==> config.mk <==
export PLATFORM = sky130hd
export DESIGN_NAME = serial_subtractor
export DESIGN_NICKNAME = d
export VERILOG_FILES = /design/src/rtl/serial_subtractor.sv
export SDC_FILE = /design/constraint.sdc
export NUM_CORES = 1
export LEC_CHECK = 0
export CORE_ASPECT_RATIO = 0.9
export CORE_MARGIN = 10
export CORE_UTILIZATION = 35
export DETAILED_ROUTE_END_ITERATION = 8
export SYNTH_ARGS = -nofsm -noshare
export SYNTH_HDL_FRONTEND = slang
export SYNTH_SLANG_ARGS = --single-unit
==> constraint.sdc <==
create_clock -name clk -period 5.6 [get_ports clk]
set_input_delay 0.84 -clock clk [delete_from_list [all_inputs] [get_ports clk]]
set_output_delay 0.84 -clock clk [all_outputs]
set_load 0.01 [all_outputs]
==> src/rtl/serial_subtractor.sv <==
// serial_subtractor: multi-cycle N-bit subtractor, D = A - B - Bin with
// borrow-out Bout, processing W bits per clock, least-significant chunk first.
// Handshake: start is accepted in IDLE or DONE, busy is high while chunks are
// being processed, and done pulses for one cycle when D/Bout become valid.
// D and Bout hold their values until the next accepted start.
// Optional build macro SERIAL_SUBTRACTOR_FLAGS_EN adds the registered flags
// V (signed overflow of A - B - Bin) and Z (D == 0).
module serial_subtractor #(
   parameter int N = 8,
   parameter int W = 1
) (
   input  logic         clk,
   input  logic         rst_n,
   input  logic         start,
   input  logic [N-1:0] A,
   input  logic [N-1:0] B,
   input  logic         Bin,
   output logic         busy,
   output logic         done,
   output logic [N-1:0] D,
`ifdef SERIAL_SUBTRACTOR_FLAGS_EN
   output logic         V,
   output logic         Z,
`endif
   output logic         Bout
);

   // Number of chunks and a counter wide enough to index them (at least 1 bit).
   localparam int NCH   = (W >= 1) ? (N / W) : 1;
   localparam int CNT_W = (NCH > 1) ? $clog2(NCH) : 1;
   localparam logic [CNT_W-1:0] LAST_CNT = CNT_W'(NCH - 1);

   // Reject illegal parameter combinations at elaboration.
   generate
      if ((N < 1) || (W < 1) || (W > N) || ((N % W) != 0)) begin : g_bad_params
         $error("serial_subtractor: requires N >= 1, 1 <= W <= N and N %% W == 0");
      end
   endgenerate

   typedef enum logic [1:0] {
      ST_IDLE = 2'd0,
      ST_RUN  = 2'd1,
      ST_DONE = 2'd2
   } state_t;

   state_t           state_q;
   logic [N-1:0]     a_q;
   logic [N-1:0]     b_q;
   logic             borrow_q;
   logic [CNT_W-1:0] cnt_q;
   logic [N-1:0]     d_q;
   logic             bout_q;
   logic             busy_q;
   logic             done_q;
`ifdef SERIAL_SUBTRACTOR_FLAGS_EN
   logic             v_q;
   logic             z_q;
`endif

   // Latched operands split into chunks so the active chunk is a plain mux.
   logic [W-1:0] a_chunk [NCH];
   logic [W-1:0] b_chunk [NCH];

   genvar gi;
   generate
      for (gi = 0; gi < NCH; gi++) begin : g_chunk
         assign a_chunk[gi] = a_q[gi*W +: W];
         assign b_chunk[gi] = b_q[gi*W +: W];
      end
   endgenerate

   logic [W-1:0] a_cur;
   logic [W-1:0] b_cur;
   logic [W:0]   diff_d;
   logic [N-1:0] d_d;
   logic         last_chunk;
`ifdef SERIAL_SUBTRACTOR_FLAGS_EN
   logic         v_d;
   logic         z_d;
`endif

   // Datapath for the current chunk: W+1-bit subtract; the top bit is the borrow.
   always_comb begin
      a_cur      = a_chunk[cnt_q];
      b_cur      = b_chunk[cnt_q];
      diff_d     = {1'b0, a_cur} - {1'b0, b_cur} - {{W{1'b0}}, borrow_q};
      d_d        = d_q;
      d_d[int'(cnt_q)*W +: W] = diff_d[W-1:0];
      last_chunk = (cnt_q == LAST_CNT);
`ifdef SERIAL_SUBTRACTOR_FLAGS_EN
      // Operand signs differ and result sign differs from the minuend: overflow.
      // This also holds with Bin, since equal-sign operands cannot overflow
      // even after subtracting the extra one.
      v_d        = (a_q[N-1] != b_q[N-1]) && (d_d[N-1] != a_q[N-1]);
      z_d        = (d_d == '0);
`endif
   end

   // Control FSM with registered handshake outputs and result registers.
   always_ff @(posedge clk) begin
      if (!rst_n) begin
         state_q  <= ST_IDLE;
         a_q      <= '0;
         b_q      <= '0;
         borrow_q <= 1'b0;
         cnt_q    <= '0;
         d_q      <= '0;
         bout_q   <= 1'b0;
         busy_q   <= 1'b0;
         done_q   <= 1'b0;
`ifdef SERIAL_SUBTRACTOR_FLAGS_EN
         v_q      <= 1'b0;
         z_q      <= 1'b0;
`endif
      end else begin
         unique case (state_q)
            ST_IDLE, ST_DONE: begin
               done_q <= 1'b0;
               if (start) begin
                  a_q      <= A;
                  b_q      <= B;
                  borrow_q <= Bin;
                  cnt_q    <= '0;
                  d_q      <= '0;
                  busy_q   <= 1'b1;
                  state_q  <= ST_RUN;
               end else begin
                  busy_q   <= 1'b0;
                  state_q  <= ST_IDLE;
               end
            end
            ST_RUN: begin
               d_q      <= d_d;
               borrow_q <= diff_d[W];
               cnt_q    <= cnt_q + 1'b1;
               if (last_chunk) begin
                  bout_q  <= diff_d[W];
`ifdef SERIAL_SUBTRACTOR_FLAGS_EN
                  v_q     <= v_d;
                  z_q     <= z_d;
`endif
                  busy_q  <= 1'b0;
                  done_q  <= 1'b1;
                  state_q <= ST_DONE;
               end
            end
            default: begin
               busy_q  <= 1'b0;
               done_q  <= 1'b0;
               state_q <= ST_IDLE;
            end
         endcase
      end
   end

   assign busy = busy_q;
   assign done = done_q;
   assign D    = d_q;
   assign Bout = bout_q;
`ifdef SERIAL_SUBTRACTOR_FLAGS_EN
   assign V    = v_q;
   assign Z    = z_q;
`endif

endmodule
==> results.toml, run 1 <==
[run_status]
status = "complete, no violations"

[synth]
async_flop_share = 0
ys_seq_area_frac = 0.4194
yosys_warnings = 0
ys_seq_elements = 33
ys_top_cells_by_area = "dfxtp_1 42%, a21boi_0 9.5%, nand2_1 9.5%, mux4_1 6.7%, mux2i_1 5.7%"
synthMostInstantiatedCell = "nand2_1"
synth_nets = 194
synth_edf_count = 0
synth_cell_types = 30
synth.top_cell.area_share = 0.4194
netlist_area_mm2 = 0.001575
syn_avg_cell_area_um2 = 9.321
syn_inst = 169
synth_top_cell_by_area = "dfxtp_1"
synthTopCellsByCount = "40 x nand2_1, 33 x dfxtp_1, 20 x a21boi_0"
synth_flop_cell = "dfxtp_1"

[timing]
tightestPinTransition_ps = 1083
setup_tns_ps = 0
setup_viol = 0
drv_slew = 0
fin_crit_sh = 0.4815
grt_setup_unrepaired = "false"
fmax_ghz = 0.3709
finalHoldViolations = 0
fin_crit_ps = 2696
relSlewSlack = 0.2780
clock_skew_ps = 3.375

[pwr]
finalPower_uw = 499.0
ir_drop_mv = 0.1337
leakage_nw = 0.7749
powerDensity_mw_per_mm2 = 251.0

[route]
drc = 0
wl_per_cell_um = 13.19
via_count = 1215
ant_nets = 0
wirelength_um = 3390
drt_iter0_markers = 67
via_per_inst = 4.728
firstDrtPassIters = 4

[clock_network]
cts_root_buf = "clkbuf_8"
path_clk_slew_ps = 60
cts_repair_resize_count = 0
cts_tree = "built"
cts_made_buffers = 5
insertion_delay_ps = 280
htreeDepth = 2
post-cts-setup-buffers = 0
cts_sinks = 33
hold_buffers = 0
clk_path_buf_depth = 2

[setup_path]
arrival_ps = 2900
endpoint_kind = "flip-flop"
cp_num_buf_inv = 0
ff2ff_path_depth = 6
cp_common_cell = "mux2i_1"
critical_path.top_delay_family = "multiplexers"
slowest_delay_ps = 610
critical_path_class = "reg -> reg"
cp_slowest_cell = "mux4_1"
critPathMaxFanout = 11
startpoint_type = "flip-flop"
cp.depth = 6
cp_data_required_time_ps = 5810
crit_chain = "mux4_1, mux2i_1, fa_1, nand2b_1, or3_1, mux2i_1"

[die]
start_util = 0.3578
core_area_mm2 = 0.004403
die_x_um = 90.72
die_y_um = 83.65
rows = 23
die_area_mm2 = 0.007588
io_pins = 31

[placement]
hpwl_um = 2351
port_buffers = 30
place.gp.congestion = 0.7902
place_inst = 250

[min_path]
holdCritPathClass = "reg -> reg"
min_path_cells = 2

[global_routing]
track_usage = 0.09157
grt_pass1_vias = 1240
grt_overflow = 0
grt_first_pass_wirelength_um = 5844
grt_max_degree = 35
antenna_found_initial = 0

[finish]
antenna_cells = 0
final_layout_size_suffix_gt1_frac = 0.05128
fin_nets = 220
final_cell_count_no_fill = 257
fin_util = 0.4515
syn_to_final_growth_pct = 26.21

[flow_run]
cap_violations = 0
==> final timing paths <==
kind | from | end | slack, ps
setup / recovery | cnt_q[1] | D[6] | 2900
hold / removal | b_q[5] | b_q[5] | 460
setup reg to reg | cnt_q[1] | D[6] | 2900
hold reg to reg | b_q[5] | b_q[5] | 460
==> worst min-delay path: cells and delay by family (launching register included) <==
kind | cells | cell delay (ps)
AOI/OAI and AO/OA | 1 | 60
DFF | 1 | 300
and+or+nand+nor | 1 | 40
==> registers in the layout (all words and copies together), names as in the netlist <==
register,count
Bout,1
D,8
a_q,8
b_q,8
borrow_q,1
busy,1
cnt_q,3
done,1
state_q,2
==> placed cells by master (no fill, tap or decap), types with 3 or more instances in the layout <==
cell type / count
nand2_1: 40
dfxtp_1: 33
clkdlybuf4s50_1: 30
a21boi_0: 20
nand3_1: 14
mux2i_1: 9
clkbuf_8: 6
mux4_1: 4
inv_1: 4
nor2b_1: 4
ha_1: 4
nand2b_1: 3
nor2_1: 3
==> logic make-up after synthesis <==
family                     Yosys count  share of synthesized area
AOI/OAI and AO/OA                   28                     0.1326
adders and majority gates            5                    0.04448
buffers and inverters               16                    0.04686
DFF                                 33                     0.4194
muxes                               13                     0.1239
and+or+nand+nor                     74                     0.2327
==> power breakdown <==
| group | leakage (nW) | internal [mW] | switching, mW |
|---|---|---|---|
| registers | 0.269 | 0.245 | 0.00695 |
| logic | 0.461 | 0.0357 | 0.0346 |
| clock network | 0.0443 | 0.0973 | 0.0794 |
| total | 0.775 | 0.378 | 0.121 |
==> through the flow <==
step / hold slack [ps] / setup WS (ps) / area, µm²
6_report: 462.9 / 2904 / 1988
5_1_grt: 481.2 / 2698 / 1988
4_1_cts: 468.4 / 2858 / 1988
3_5_place_dp: 460.1 / 2578 / 1902
3_3_place_gp: 454.3 / 2707 / 1902
2_1_floorplan: 438.6 / 3312 / 1575
==> area by class of cell <==
| type | count | area, µm² |
|---|---|---|
| Fill cell | 423 | 2415 |
| Clock buffer | 7 | 86.33 |
| Sequential cell | 33 | 660.6 |
| Tap cell | 62 | 77.57 |
| Timing Repair Buffer | 31 | 307.8 |
| Multi-Input combinational cell | 120 | 840.8 |
| Inverter | 4 | 15.01 |
==> per-layer routing <==
layer	wire length, µm	global-route usage	up-vias
met5	0	0	-
met4	27	0.02168	0
met1	1558	0.1042	549
met2	1518	0.1434	29
li1	-	-	633
met3	286	0.05396	4
Power figures use the tool's default switching activity.
==> run 2: changes to the inputs <==
==> constraint.sdc (replaced) <==
create_clock -name clk -period 2.58 [get_ports clk]
set_input_delay 0.387 -clock clk [delete_from_list [all_inputs] [get_ports clk]]
set_output_delay 0.387 -clock clk [all_outputs]
set_load 0.01 [all_outputs]
==> run 2 against run 1 <==
Against the previous run: sequential cell count did not move; cell area rose by 1.2%; highest routed layer unchanged; wire length rose by 7.1%; critical endpoint unchanged; die area did not move.
==> results.toml, run 2 (same netlist as run 1, synthesis figures left out) <==
[finish]
syn_to_final_growth_pct = 27.72
fillers = 440
fin_util = 0.4569
antenna_cells = 0
postLayoutCellArea_mm2 = 0.002012
multi_input_area_um2 = 840.8
regArea_um2 = 660.6
layout_commonest_cell = "nand2_1"
final_layout_size_suffix_gt1_frac = 0.06500
fin_nets = 224
layout_common_cells = "40 x nand2_1, 33 x dfxtp_1, 30 x clkdlybuf4s50_1, 20 x a21boi_0, 14 x nand3_1"

[setup_path]
startpoint_type = "flip-flop"
critPathMaxFanout = 5
cp_data_required_time_ps = 2790
endpoint_kind = "flip-flop"
critical_path_class = "reg -> reg"
cp_slowest_cell = "mux4_1"
arrival_ps = 2570
cp_common_cell = "mux2i_1"
crit_chain = "mux4_1, mux2i_1, fa_1, nand2b_1, or3_1, mux2i_1"
ff2ff_path_depth = 6
slowest_delay_ps = 590

[timing]
fin_crit_ps = 2358
setup_viol = 0
fmax_ghz = 0.4241
drv_slew = 0
fin_crit_sh = 0.9140
grt_setup_unrepaired = "false"
tightestPinTransition_ps = 760.2
clock_skew_ps = 4.754
finalHoldViolations = 0
relSlewSlack = 0.4921
finalWorstSetupSlack_ps = 221.9
setup_tns_ps = 0

[pwr]
finalPower_mw = 1.074
leakage_nw = 0.7893
powerDensity_mw_per_mm2 = 533.6
ir_drop_mv = 0.2793

[route]
wl_per_cell_um = 13.85
via_count = 1285
via_per_inst = 4.905
wirelength_um = 3629
ant_nets = 0
drt_iter0_markers = 74
drc = 0
firstDrtPassIters = 4

[global_routing]
grt_overflow = 0
track_usage = 0.09800
grt_max_degree = 20
grt_pass1_vias = 1281
grt_first_pass_wirelength_um = 6120
antenna_found_initial = 0

[clock_network]
clk_path_buf_depth = 2
htreeDepth = 2
path_clk_slew_ps = 60
post-cts-setup-buffers = 0
cts_root_buf = "clkbuf_8"
cts_tree = "built"
cts_made_buffers = 5
cts_sinks = 33
cts_repair_resize_count = 0
insertion_delay_ps = 280
hold_buffers = 0

[die]
core_area_mm2 = 0.004403
io_pins = 31
rows = 23
die_x_um = 90.72
start_util = 0.3578
die_area_mm2 = 0.007588
die_y_um = 83.65

[run_status]
status = "complete, no violations"

[placement]
place.gp.congestion = 0.7520
hpwl_um = 2767
dpl_cell_area_mm2 = 0.001932
dp_slack_ps = 195.2
port_buffers = 30

[min_path]
min_path_cells = 2
holdCritPathClass = "reg -> reg"

[flow_run]
cap_violations = 0
==> run 2: cell count changes in the layout (fill, tap and decap cells not counted), sizes merged <==
cell,previous run,this run
buf,1,5
clkbuf,7,8
==> run 2: layout make-up <==
type                       count  area share
multi-input combinational    120      0.4179
sequential                    33      0.3284
timing repair buffer          35      0.1679
clock buffer                   8     0.03980
tap                           62     0.03856
inverter                       4    0.007463
==> run 2: worst paths after layout <==
path	from	end	slack, ps
max	cnt_q[1]	D[6]	220
min	a_q[4]	a_q[4]	470
max reg2reg	cnt_q[1]	D[6]	220
min reg2reg	a_q[4]	a_q[4]	470
==> run 2: per-stage QoR <==
stage	instances	hold slack (ps)
floorplan	169	438.6
global placement	254	456.7
detailed placement	254	461.9
CTS	262	470.1
global route	262	479.1
finish	262	466.9
==> run 2: critical path, delay by kind of cell (launching register included) <==
family	cells	cell delay, ps
flops	1	460
fa+ha+maj	1	420
mux	3	890
simple gates	2	510
==> run 2: power breakdown <==
| part | total, mW | switching, mW | internal [mW] |
|---|---|---|---|
| combinational | 0.161 | 0.0785 | 0.0824 |
| sequential | 0.547 | 0.0154 | 0.532 |
| clock | 0.365 | 0.174 | 0.191 |
| total | 1.07 | 0.268 | 0.805 |
==> run 2: metal layers <==
metal  share of wire  vias up  GRT usage
li1                -      646          -
met1            0.43      594     0.1097
met2            0.47       38     0.1532
met3           0.083        7    0.05126
met4           0.015        0    0.03902
met5               0        -          0
==> run 3: changes to the inputs <==
--- a/config.mk
+++ b/config.mk
@@ -6,7 +6,6 @@
 export NUM_CORES = 1
 export LEC_CHECK = 0
 export CORE_ASPECT_RATIO = 0.9
-export CORE_MARGIN = 10
 export CORE_UTILIZATION = 35
 export DETAILED_ROUTE_END_ITERATION = 8
 export SYNTH_ARGS = -nofsm -noshare
==> run 3 against run 2 <==
Against the previous run: register-to-register slack got worse by 70 ps; setup slack got worse by 75 ps; count of clock-buffer cells in the layout fell by 1; critical path depth did not move; global-route usage rose by 5.0 points; wire length fell by 15%; first-iteration DRC count rose by 12%; non-clock buffer count fell by 1; combinational power fell by 4%; highest routed layer unchanged.
==> results.toml, run 3 (same netlist as run 1, synthesis figures left out) <==
[pwr]
powerDensity_mw_per_mm2 = 540.7
leakage_nw = 0.7897
finalPower_mw = 1.086
ir_drop_mv = 0.2637

[timing]
drv_slew = 0
clock_skew_ps = 2.575
fmax_ghz = 0.4110
relSlewSlack = 0.5120
fin_crit_ps = 2433
tightestPinTransition_ps = 730.5
holdWs_ps = 463.1
setup_tns_ps = 0
setup_viol = 0
fin_crit_sh = 0.9430
finalHoldViolations = 0
grt_setup_unrepaired = "false"

[flow_run]
cap_violations = 0

[global_routing]
grt_pass1_vias = 1227
track_usage = 0.1477
grt_overflow = 0
grt_first_pass_wirelength_um = 5306
grt_max_degree = 34
antenna_found_initial = 0

[placement]
hpwl_um = 2246
place_inst = 251
port_buffers = 30
place.gp.congestion = 0.8146

[die]
start_util = 0.3765
die_x_um = 72.72
die_y_um = 65.65
rows = 22
core_area_mm2 = 0.004184
die_area_mm2 = 0.004773
io_pins = 31

[clock_network]
cts_sinks = 33
insertion_delay_ps = 280
htreeDepth = 2
path_clk_slew_ps = 60
cts_tree = "built"
clk_path_buf_depth = 2
cts_root_buf = "clkbuf_8"
cts_made_buffers = 5
cts_repair_resize_count = 0
post-cts-setup-buffers = 0
hold_buffers = 0

[finish]
fin_util = 0.4800
fin_nets = 223
layout_commonest_cell = "nand2_1"
layout_common_cells = "40 x nand2_1, 33 x dfxtp_1, 30 x clkdlybuf4s50_1, 20 x a21boi_0, 14 x nand3_1"
final_cell_count_no_fill = 258
fillers = 414
final_layout_size_suffix_gt1_frac = 0.06566
antenna_cells = 0
syn_to_final_growth_pct = 27.48

[route]
wl_per_cell_um = 12.01
drc = 0
ant_nets = 0
via_per_inst = 4.884
via_count = 1260
drt_iter0_markers = 83
dr_wl_met3_um = 160
wl_met2_um = 1491
maxUsedRoutingLayer = "met4"
wirelength_um = 3099
firstDrtPassIters = 4
m1WireLength_um = 1403

[setup_path]
endpoint_kind = "flip-flop"
arrival_ps = 2650
cp_data_required_time_ps = 2800
startpoint_type = "flip-flop"
r2r_slack_ps = 150
critPathMaxFanout = 7
critical_path_class = "reg -> reg"

[run_status]
status = "complete, no violations"

[min_path]
holdCritPathClass = "reg -> reg"
-- run 3: final cells by class --
type / count / area (µm²) / area share
multi-input combinational: 120 / 840.8 / 0.4187
tap: 60 / 75.07 / 0.03738
sequential: 33 / 660.6 / 0.3290
inverter: 4 / 15.01 / 0.007477
timing repair buffer: 34 / 330.3 / 0.1645
clock buffer: 7 / 86.33 / 0.04299
-- run 3: final timing paths --
| check | start | endpoint | depth (start not counted) |
|---|---|---|---|
| setup / recovery | cnt_q[1] | D[6] | 6 |
| hold / removal | b_q[7] | b_q[7] | 2 |
| setup reg to reg | cnt_q[1] | D[6] | 6 |
| hold reg to reg | b_q[7] | b_q[7] | 2 |
-- run 3: stage by stage --
stage	setup slack, ps	instance area (µm²)
after floorplan	292.0	1575
after global placement	217.7	1922
after detailed placement	118.7	1922
after CTS	120.5	2008
after global routing	35.34	2008
final	147.1	2008
-- run 3: metal layers --
| metal | vias to the layer above | GRT usage |
|---|---|---|
| met1 | 584 | 0.1638 |
| li1 | 644 | - |
| met5 | - | 0 |
| met3 | 7 | 0.05521 |
| met2 | 25 | 0.2582 |
| met4 | 0 | 0.05147 |
-- run 3: power by group --
part / switching [mW] / internal, mW / total [mW]
sequential: 0.0151 / 0.532 / 0.547
clock: 0.173 / 0.211 / 0.385
combinational: 0.0748 / 0.0796 / 0.154
total: 0.263 / 0.823 / 1.09
-- run 3: worst max-delay path, stage by stage (launching register included) --
cell      delay, ps
dfxtp_1         430
mux4_1          570
mux2i_1         190
fa_1            430
nand2b_1        250
or3_1           370
mux2i_1         130
